==> config.mk <==
export PLATFORM = sky130hd
export DESIGN_NAME = jtkunio_colmix
export DESIGN_NICKNAME = d
export VERILOG_FILES = /design/src/rtl/jtkunio_colmix_pkg.sv /design/src/rtl/jtkunio_colmix_dpram.sv /design/src/rtl/jtkunio_colmix.sv
export SDC_FILE = /design/constraint.sdc
export NUM_CORES = 2
export LEC_CHECK = 0
export CAP_MARGIN = 25
export CELL_PAD_IN_SITES_DETAIL_PLACEMENT = 0
export CELL_PAD_IN_SITES_GLOBAL_PLACEMENT = 2
export CORE_ASPECT_RATIO = 0.9
export CORE_MARGIN = 1
export CORE_UTILIZATION = 40
export CTS_CLUSTER_DIAMETER = 50
export DETAILED_ROUTE_END_ITERATION = 10
export GPL_ROUTABILITY_DRIVEN = 1
export HOLD_SLACK_MARGIN = 0.08
export PLACE_DENSITY_LB_ADDON = 0.12
export SETUP_SLACK_MARGIN = 0.02
export SLEW_MARGIN = 20
export SYNTH_ARGS = -nofsm -noshare
export SYNTH_HDL_FRONTEND = slang
export SYNTH_SLANG_ARGS = --single-unit
==> constraint.sdc <==
create_clock -name clk -period 11.1 [get_ports clk]
set_clock_uncertainty 0.1 [all_clocks]
set_input_delay 2.775 -clock clk [delete_from_list [all_inputs] [get_ports clk]]
set_output_delay 2.775 -clock clk [all_outputs]
set_load 0.005 [all_outputs]
==> src/rtl/jtkunio_colmix_pkg.sv <==
// Shared constants for the Kunio colour mixer: palette bank bases and pipeline depth.
package jtkunio_colmix_pkg;

    localparam logic [7:0] CHAR_BASE  = 8'h00;
    localparam logic [7:0] SCR_BASE   = 8'h40;
    localparam logic [7:0] OBJ_BASE   = 8'h80;
    localparam int         COLMIX_LAT = 2;

endpackage

==> src/rtl/jtkunio_colmix_dpram.sv <==
// Dual-port 16-bit palette RAM: port A is a gated video read, port B is the
// CPU read/write port with per-byte write enables. Reads return pre-write data.
module jtkunio_colmix_dpram #(
    parameter int AW = 8
) (
    input  logic          clk_i,
    input  logic [AW-1:0] addr_a_i,
    input  logic          rd_a_i,
    output logic [15:0]   dout_a_o,
    input  logic [AW-1:0] addr_b_i,
    input  logic [15:0]   din_b_i,
    input  logic [1:0]    we_b_i,
    output logic [15:0]   dout_b_o
);

    logic [15:0] mem_q [0:(1<<AW)-1];

    always_ff @(posedge clk_i) begin
        if (rd_a_i) begin
            dout_a_o <= mem_q[addr_a_i];
        end
        dout_b_o <= mem_q[addr_b_i];
        if (we_b_i[0]) begin
            mem_q[addr_b_i][7:0] <= din_b_i[7:0];
        end
        if (we_b_i[1]) begin
            mem_q[addr_b_i][15:8] <= din_b_i[15:8];
        end
    end

endmodule

==> src/rtl/jtkunio_colmix.sv <==
// Kunio colour mixer: fixed-priority layer select, palette lookup and
// blanking-aligned RGB444 output, two pixel-enables from layer pixel to colour.
module jtkunio_colmix
    import jtkunio_colmix_pkg::*;
#(
    parameter string SIMFILE_LO = "pal_lo.bin",
    parameter string SIMFILE_HI = "pal_hi.bin"
) (
    input  logic       clk,
    input  logic       rst_n,
    input  logic       pxl_cen,
    input  logic       LHBL,
    input  logic       LVBL,
    input  logic [5:0] scr_pxl,
    input  logic [6:0] obj_pxl,
    input  logic [4:0] char_pxl,
    input  logic [2:0] gfx_en,
    input  logic [8:0] cpu_addr,
    input  logic       pal_cs,
    input  logic       cpu_wrn,
    input  logic [7:0] cpu_dout,
    output logic [7:0] cpu_din,
    output logic [3:0] red,
    output logic [3:0] green,
    output logic [3:0] blue,
    output logic       LHBL_dly,
    output logic       LVBL_dly
);

    logic [7:0]  idx_d;
    logic [7:0]  idx_p1_q;
    logic [1:0]  blank_p1_q;
    logic        rden_p2_q;
    logic [15:0] pal_p2;
    logic [15:0] cpu_rd;
    logic        cpu_sel_q;
    logic [3:0]  red_q, green_q, blue_q;
    logic        lhbl_q, lvbl_q;
    logic        cpu_wr;
    logic        char_op, obj_op;

    // Char over obj over scroll; a disabled scroll layer falls back to its backdrop entry.
    always_comb begin
        char_op = gfx_en[0] && (char_pxl[2:0] != 3'd0);
        obj_op  = gfx_en[2] && (obj_pxl[3:0] != 4'd0);
        idx_d   = SCR_BASE;
        if (char_op) begin
            idx_d = CHAR_BASE | {3'b000, char_pxl};
        end else if (obj_op) begin
            idx_d = OBJ_BASE | {1'b0, obj_pxl};
        end else if (gfx_en[1]) begin
            idx_d = SCR_BASE | {2'b00, scr_pxl};
        end
    end

    assign cpu_wr = pal_cs & ~cpu_wrn;

    jtkunio_colmix_dpram #(.AW(8)) u_pal (
        .clk_i    (clk),
        .addr_a_i (idx_p1_q),
        .rd_a_i   (rden_p2_q),
        .dout_a_o (pal_p2),
        .addr_b_i (cpu_addr[7:0]),
        .din_b_i  ({cpu_dout, cpu_dout}),
        .we_b_i   ({cpu_wr & cpu_addr[8], cpu_wr & ~cpu_addr[8]}),
        .dout_b_o (cpu_rd)
    );

    // The video read fires once per pixel, one clk after the index is registered,
    // so a CPU write landing on that same clk is seen only by the next pixel.
    always_ff @(posedge clk) begin
        if (!rst_n) begin
            idx_p1_q   <= 8'd0;
            blank_p1_q <= 2'b00;
            rden_p2_q  <= 1'b0;
            red_q      <= 4'd0;
            green_q    <= 4'd0;
            blue_q     <= 4'd0;
            lhbl_q     <= 1'b0;
            lvbl_q     <= 1'b0;
        end else begin
            rden_p2_q <= pxl_cen;
            if (pxl_cen) begin
                idx_p1_q   <= idx_d;
                blank_p1_q <= {LHBL, LVBL};
                lhbl_q     <= blank_p1_q[1];
                lvbl_q     <= blank_p1_q[0];
                if (&blank_p1_q) begin
                    red_q   <= pal_p2[3:0];
                    green_q <= pal_p2[7:4];
                    blue_q  <= pal_p2[11:8];
                end else begin
                    red_q   <= 4'd0;
                    green_q <= 4'd0;
                    blue_q  <= 4'd0;
                end
            end
        end
    end

    always_ff @(posedge clk) begin
        cpu_sel_q <= cpu_addr[8];
    end

    assign cpu_din  = cpu_sel_q ? cpu_rd[15:8] : cpu_rd[7:0];
    assign red      = red_q;
    assign green    = green_q;
    assign blue     = blue_q;
    assign LHBL_dly = lhbl_q;
    assign LVBL_dly = lvbl_q;

endmodule

; ---- Word level (Yosys, flattened, before mapping)
; Memories as Yosys holds them, arrays and structs flattened. A register that Yosys moved wholly into a read port is not among the register bits.
; Index checks and enable logic that the tools add are counted.
[word_totals]
ff_bits = 26
input_bits = 45
n_memories = 1
ram_bits = 4096
wordCells = 31
[classes]
bitwise_logic = 5
muxes = 11
reduce_logical = 5
[mem_list]
columns = memory, depth, word_bits, rd, rd_ports_with_merged_regs, write_ports, line_no
row1 = u_pal.mem_q, 256, 16, 2, 2, 1, jtkunio_colmix_dpram.sv:16  ; logic [15:0] mem_q [0:(1<<AW)-1];
[op_table]
columns = cell, n
row1 = two-way mux 8 bit, 3
row2 = two-way mux 4 bit, 3
row3 = two-way mux 6 bit, 1
row4 = two-way mux 1 bit, 4
row5 = nonzero test 4 bit, 1
row6 = bitwise AND 1 bit, 3
row7 = nonzero test 3 bit, 1
row8 = logical AND 1 bit, 2
row9 = NOT 1 bit, 2
row10 = AND reduction 2 bit, 1

; ---- Depth between registers and ports, before layout
[logic_depth]
word_depth = 5
depth_mapped = 12

; ---- Hierarchy
; Synthesis repeated with hierarchy kept, for this count alone.
[unflattened]
cells_unflattened = 9737
hier_area_um2 = 192609.7
[modules_own_cells]
columns = mod, cells_each, n_inst, area_per_inst_um2, seq_area_each_um2
row1 = jtkunio_colmix_dpram, 9618, 1, 191382.3, 123798.7
row2 = jtkunio_colmix, 119, 1, 1227.4, 520.5

; ---- Worst setup path after synthesis
; OpenSTA, ideal clock, no wires.
[synth_path]
path_kind = input -> register
startpoint = input port cpu_addr[1]
endpoint = memory u_pal.mem_q[223][10], enable pin
arrival_time_ps = 5027
path_slack_ps = 5603
cell_stages = 9
cell_sequence = buf_2 -> buf_2 -> buf_2 -> buf_2 -> clkbuf_1 -> buf_2 -> nand4_1 -> clkbuf_1 -> nor2_1
[synth_lines]
columns = element, line_no
row1 = "start, declared", jtkunio_colmix.sv:18  ; input logic [8:0] cpu_addr,
row2 = "end, declared", jtkunio_colmix_dpram.sv:16
; No word-level cell before the write port.

==> impl_metrics.csv <==
group,metric,value,unit
placed_design,gp_congestion,0.9128,
drt,firstDrtPassIters,8,
floorplanning,die-area,0.4645,mm²
sta,fmax,153.2,MHz
clock_tree,htree_num_levels,6,
sta,hold_viol,0,
placed_design,dp_slack,3.688,ns
clock_tree,cts-root-buf,"clkbuf_16",
floorplanning,fp-row-count,236,
floorplanning,die_x,718.3,µm
synth,synth_area,0.1847,mm²
setup_path,path_class,"in -> reg",
finish,fin_util,45.89,%
setup_path,required,11.95,ns
global_route,grt_max_degree,191,
drt,drc,0,
power,leakagePower,64.54,nW
sta,setup_viol,0,
hold_path,hold_class,"reg -> reg",
drt,finalWirelength,692500,µm
synth,seq_area_frac_synth,67.24,%
floorplanning,die_h,646.7,µm
finish,mostFrequentLayoutCells,"edfxtp_1, mux4_2, clkbuf_16, mux2i_1, nor2_1",
drt,drt-initial-drc-count,15200,
clock_tree,clock-sinks,4150,
setup_path,worst_ep_arrival_time,7.38,ns
sta,worst_pin_slew,1.330,ns
synth,synth.avg_cell_area,20.55,µm²
floorplanning,coreArea,0.4595,mm²
setup_path,critPathMaxFanout,68,
global_route,grt.total_usage,29.35,%
clock_tree,cts_setup_buffers,0,
synth,synth_seq_cells,4150,
floorplanning,initial_utilization,40.20,%
synth,synth-warning-count,0,
drt,routed.top_layer,"met5",
clock_tree,ctsResizeCount,0,
finish,fin_nets,9344,
sta,relSlewSlack,11.35,%
sta,finalSetupTns,0,ns
placed_design,hpwl,449800,µm
drt,wl_per_cell,43.82,µm
global_route,grt_pass1_wl,930300,µm
clock_tree,worstSkewPairLatency,1.07,ns
sta,fin_crit,6.528,ns
setup_path,startpoint_type,"input pin",
synth,synth.distinct_cells,63,
setup_path,r2r_slack,5.33,ns
global_route,grt_pass1_vias,103500,
job,maxCapViolCount,0,
synth,synth_enable_flop_cells,4108,
sta,grt_setup_unrepaired,"false",
finish,layoutNonFillerInstCount,15800,
global_route,overflow,0,
synth,synthArstFlopShare,0,%
drt,viasPerCell,6.653,
clock_tree,clockBufferDepth,4,
sta,period_share,58.81,%
placed_design,place_inst,14810,
clock_tree,cts_tree,"done",
clock_tree,cts.reportedPaths.clkPinSlew,0.06,ns
drt,wl_met2,305300,µm
run_status,status,"finished, final reports clean",
drt,wl_met3,68530,µm
sta,finalWorstSetupSlack,4.572,ns
placed_design,numPortBuffers,66,
power,ir_drop,0.1771,mV
clock_tree,postCtsHoldBufs,0,
finish,areaGrowthSynthToFinish,14.15,%
sta,drv_slew,0,
synth,syn_nets,9035,
synth,synth_flop_cell,"edfxtp_1",
synth,synthCells,8990,
drt,vias,105100,
global_route,antenna_found_initial,62,
floorplanning,pin_count,67,
sta,fin_hold_ws,0.3934,ns
finish,layout_commonest_cell,"edfxtp_1",
drt,drtAntennaViolNets,0,
setup_path,endpoint_kind,"flip-flop",
drt,drt-met1-wl,291400,µm
finish,n_fill_cell,38350,
finish,drive_gt1_share,33.31,%
clock_tree,numCtsBuffers,527,
power,powerDensity,178.4,mW/mm²
-- where the power goes --
group / switching, mW / internal [mW] / leakage [nW]
Clock: 6.98 / 10.2 / 8.36
Sequential: 0.0471 / 17.3 / 37.3
Combinational: 2.08 / 1.09 / 18.9
-- cells in the mapped netlist (all sizes together), types with 10 or more instances --
cell / count / area share (%)
a211oi: 56 / 0.23
a21oi: 86 / 0.23
a221oi: 12 / 0.057
a22o: 30 / 0.14
a22oi: 101 / 0.41
a31oi: 10 / 0.034
a32oi: 17 / 0.081
and2: 16 / 0.054
buf: 418 / 1.4
clkbuf: 277 / 0.56
dfxtp: 42 / 0.46
edfxtp: 4108 / 67
mux2: 45 / 0.27
mux2i: 551 / 3.0
mux4: 1832 / 22
nand2: 209 / 0.42
nand3: 43 / 0.12
nand4: 13 / 0.044
nor2: 540 / 1.1
nor2b: 45 / 0.15
nor3: 50 / 0.14
nor4: 44 / 0.15
o21ai: 11 / 0.030
o221ai: 175 / 0.83
o22ai: 145 / 0.49
o311ai: 16 / 0.076
-- metal layers --
layer | up-vias | track usage [%]
li1 | 39750 | -
met1 | 58190 | 43.08
met4 | 22 | 10.08
met2 | 6099 | 43.29
met5 | - | 0
met3 | 1083 | 6.675
-- critical path: stages --
cell     delay (ns)
buf_12         0.34
buf_4          0.52
buf_4          0.66
mux4_2         0.45
mux4_2         0.56
mux2i_1        0.90
o21ai_0        0.37
a211o_1        0.38
-- registers in the layout, indices dropped and copies added, names as in the netlist --
name and cells:
u_pal.mem_q 4096, LHBL_dly 1, green 4, blue 4
rden_p2_q 1, blank_p1_q 2, cpu_sel_q 1, idx_p1_q 8
LVBL_dly 1, u_pal.dout_a_o 12, u_pal.dout_b_o 16, red 4
-- cells by family (layout without fill, tap and decap cells) --
kind of cell	Yosys count	count (layout)	synth area share, %
DFF	4150	4150	67.24
muxes	2428	2428	25.60
and+or+nand+nor	1007	1007	2.377
AOI/OAI and AO/OA	703	703	2.813
buffers and inverters	702	1426	1.968
other	0	21	0
-- path summary, 6_finish.rpt --
kind                                        start  cells after the start                end
worst min register to register  u_pal.dout_a_o[7]                      2           green[3]
worst min-delay path            u_pal.dout_a_o[7]                      2           green[3]
worst max-delay path                  cpu_addr[1]                      8  u_pal.dout_b_o[7]
worst max register to register        idx_p1_q[0]                      9  u_pal.dout_a_o[3]
-- final cells by class --
| cell class | instances | area [µm²] | share of cell area [%] |
|---|---|---|---|
| multi-input cells | 4138 | 57490 | 27.27 |
| diodes | 21 | 52.55 | 0.02493 |
| inverters | 7 | 51.30 | 0.02433 |
| repair buffers | 475 | 4248 | 2.015 |
| clock buffers | 628 | 13960 | 6.621 |
| flip-flops and latches | 4150 | 124200 | 58.92 |
| well taps | 6069 | 7594 | 3.602 |
| clock inverters | 316 | 3216 | 1.525 |
-- through the flow --
step / cell area, µm² / total power [mW]
finish: 210800 / 37.61
global route: 210800 / 38.43
global placement: 192900 / 20.75
CTS: 210500 / 37.77
floorplan: 184700 / 19.20
detailed placement: 193300 / 20.76
Power figures use the tool's default switching activity.
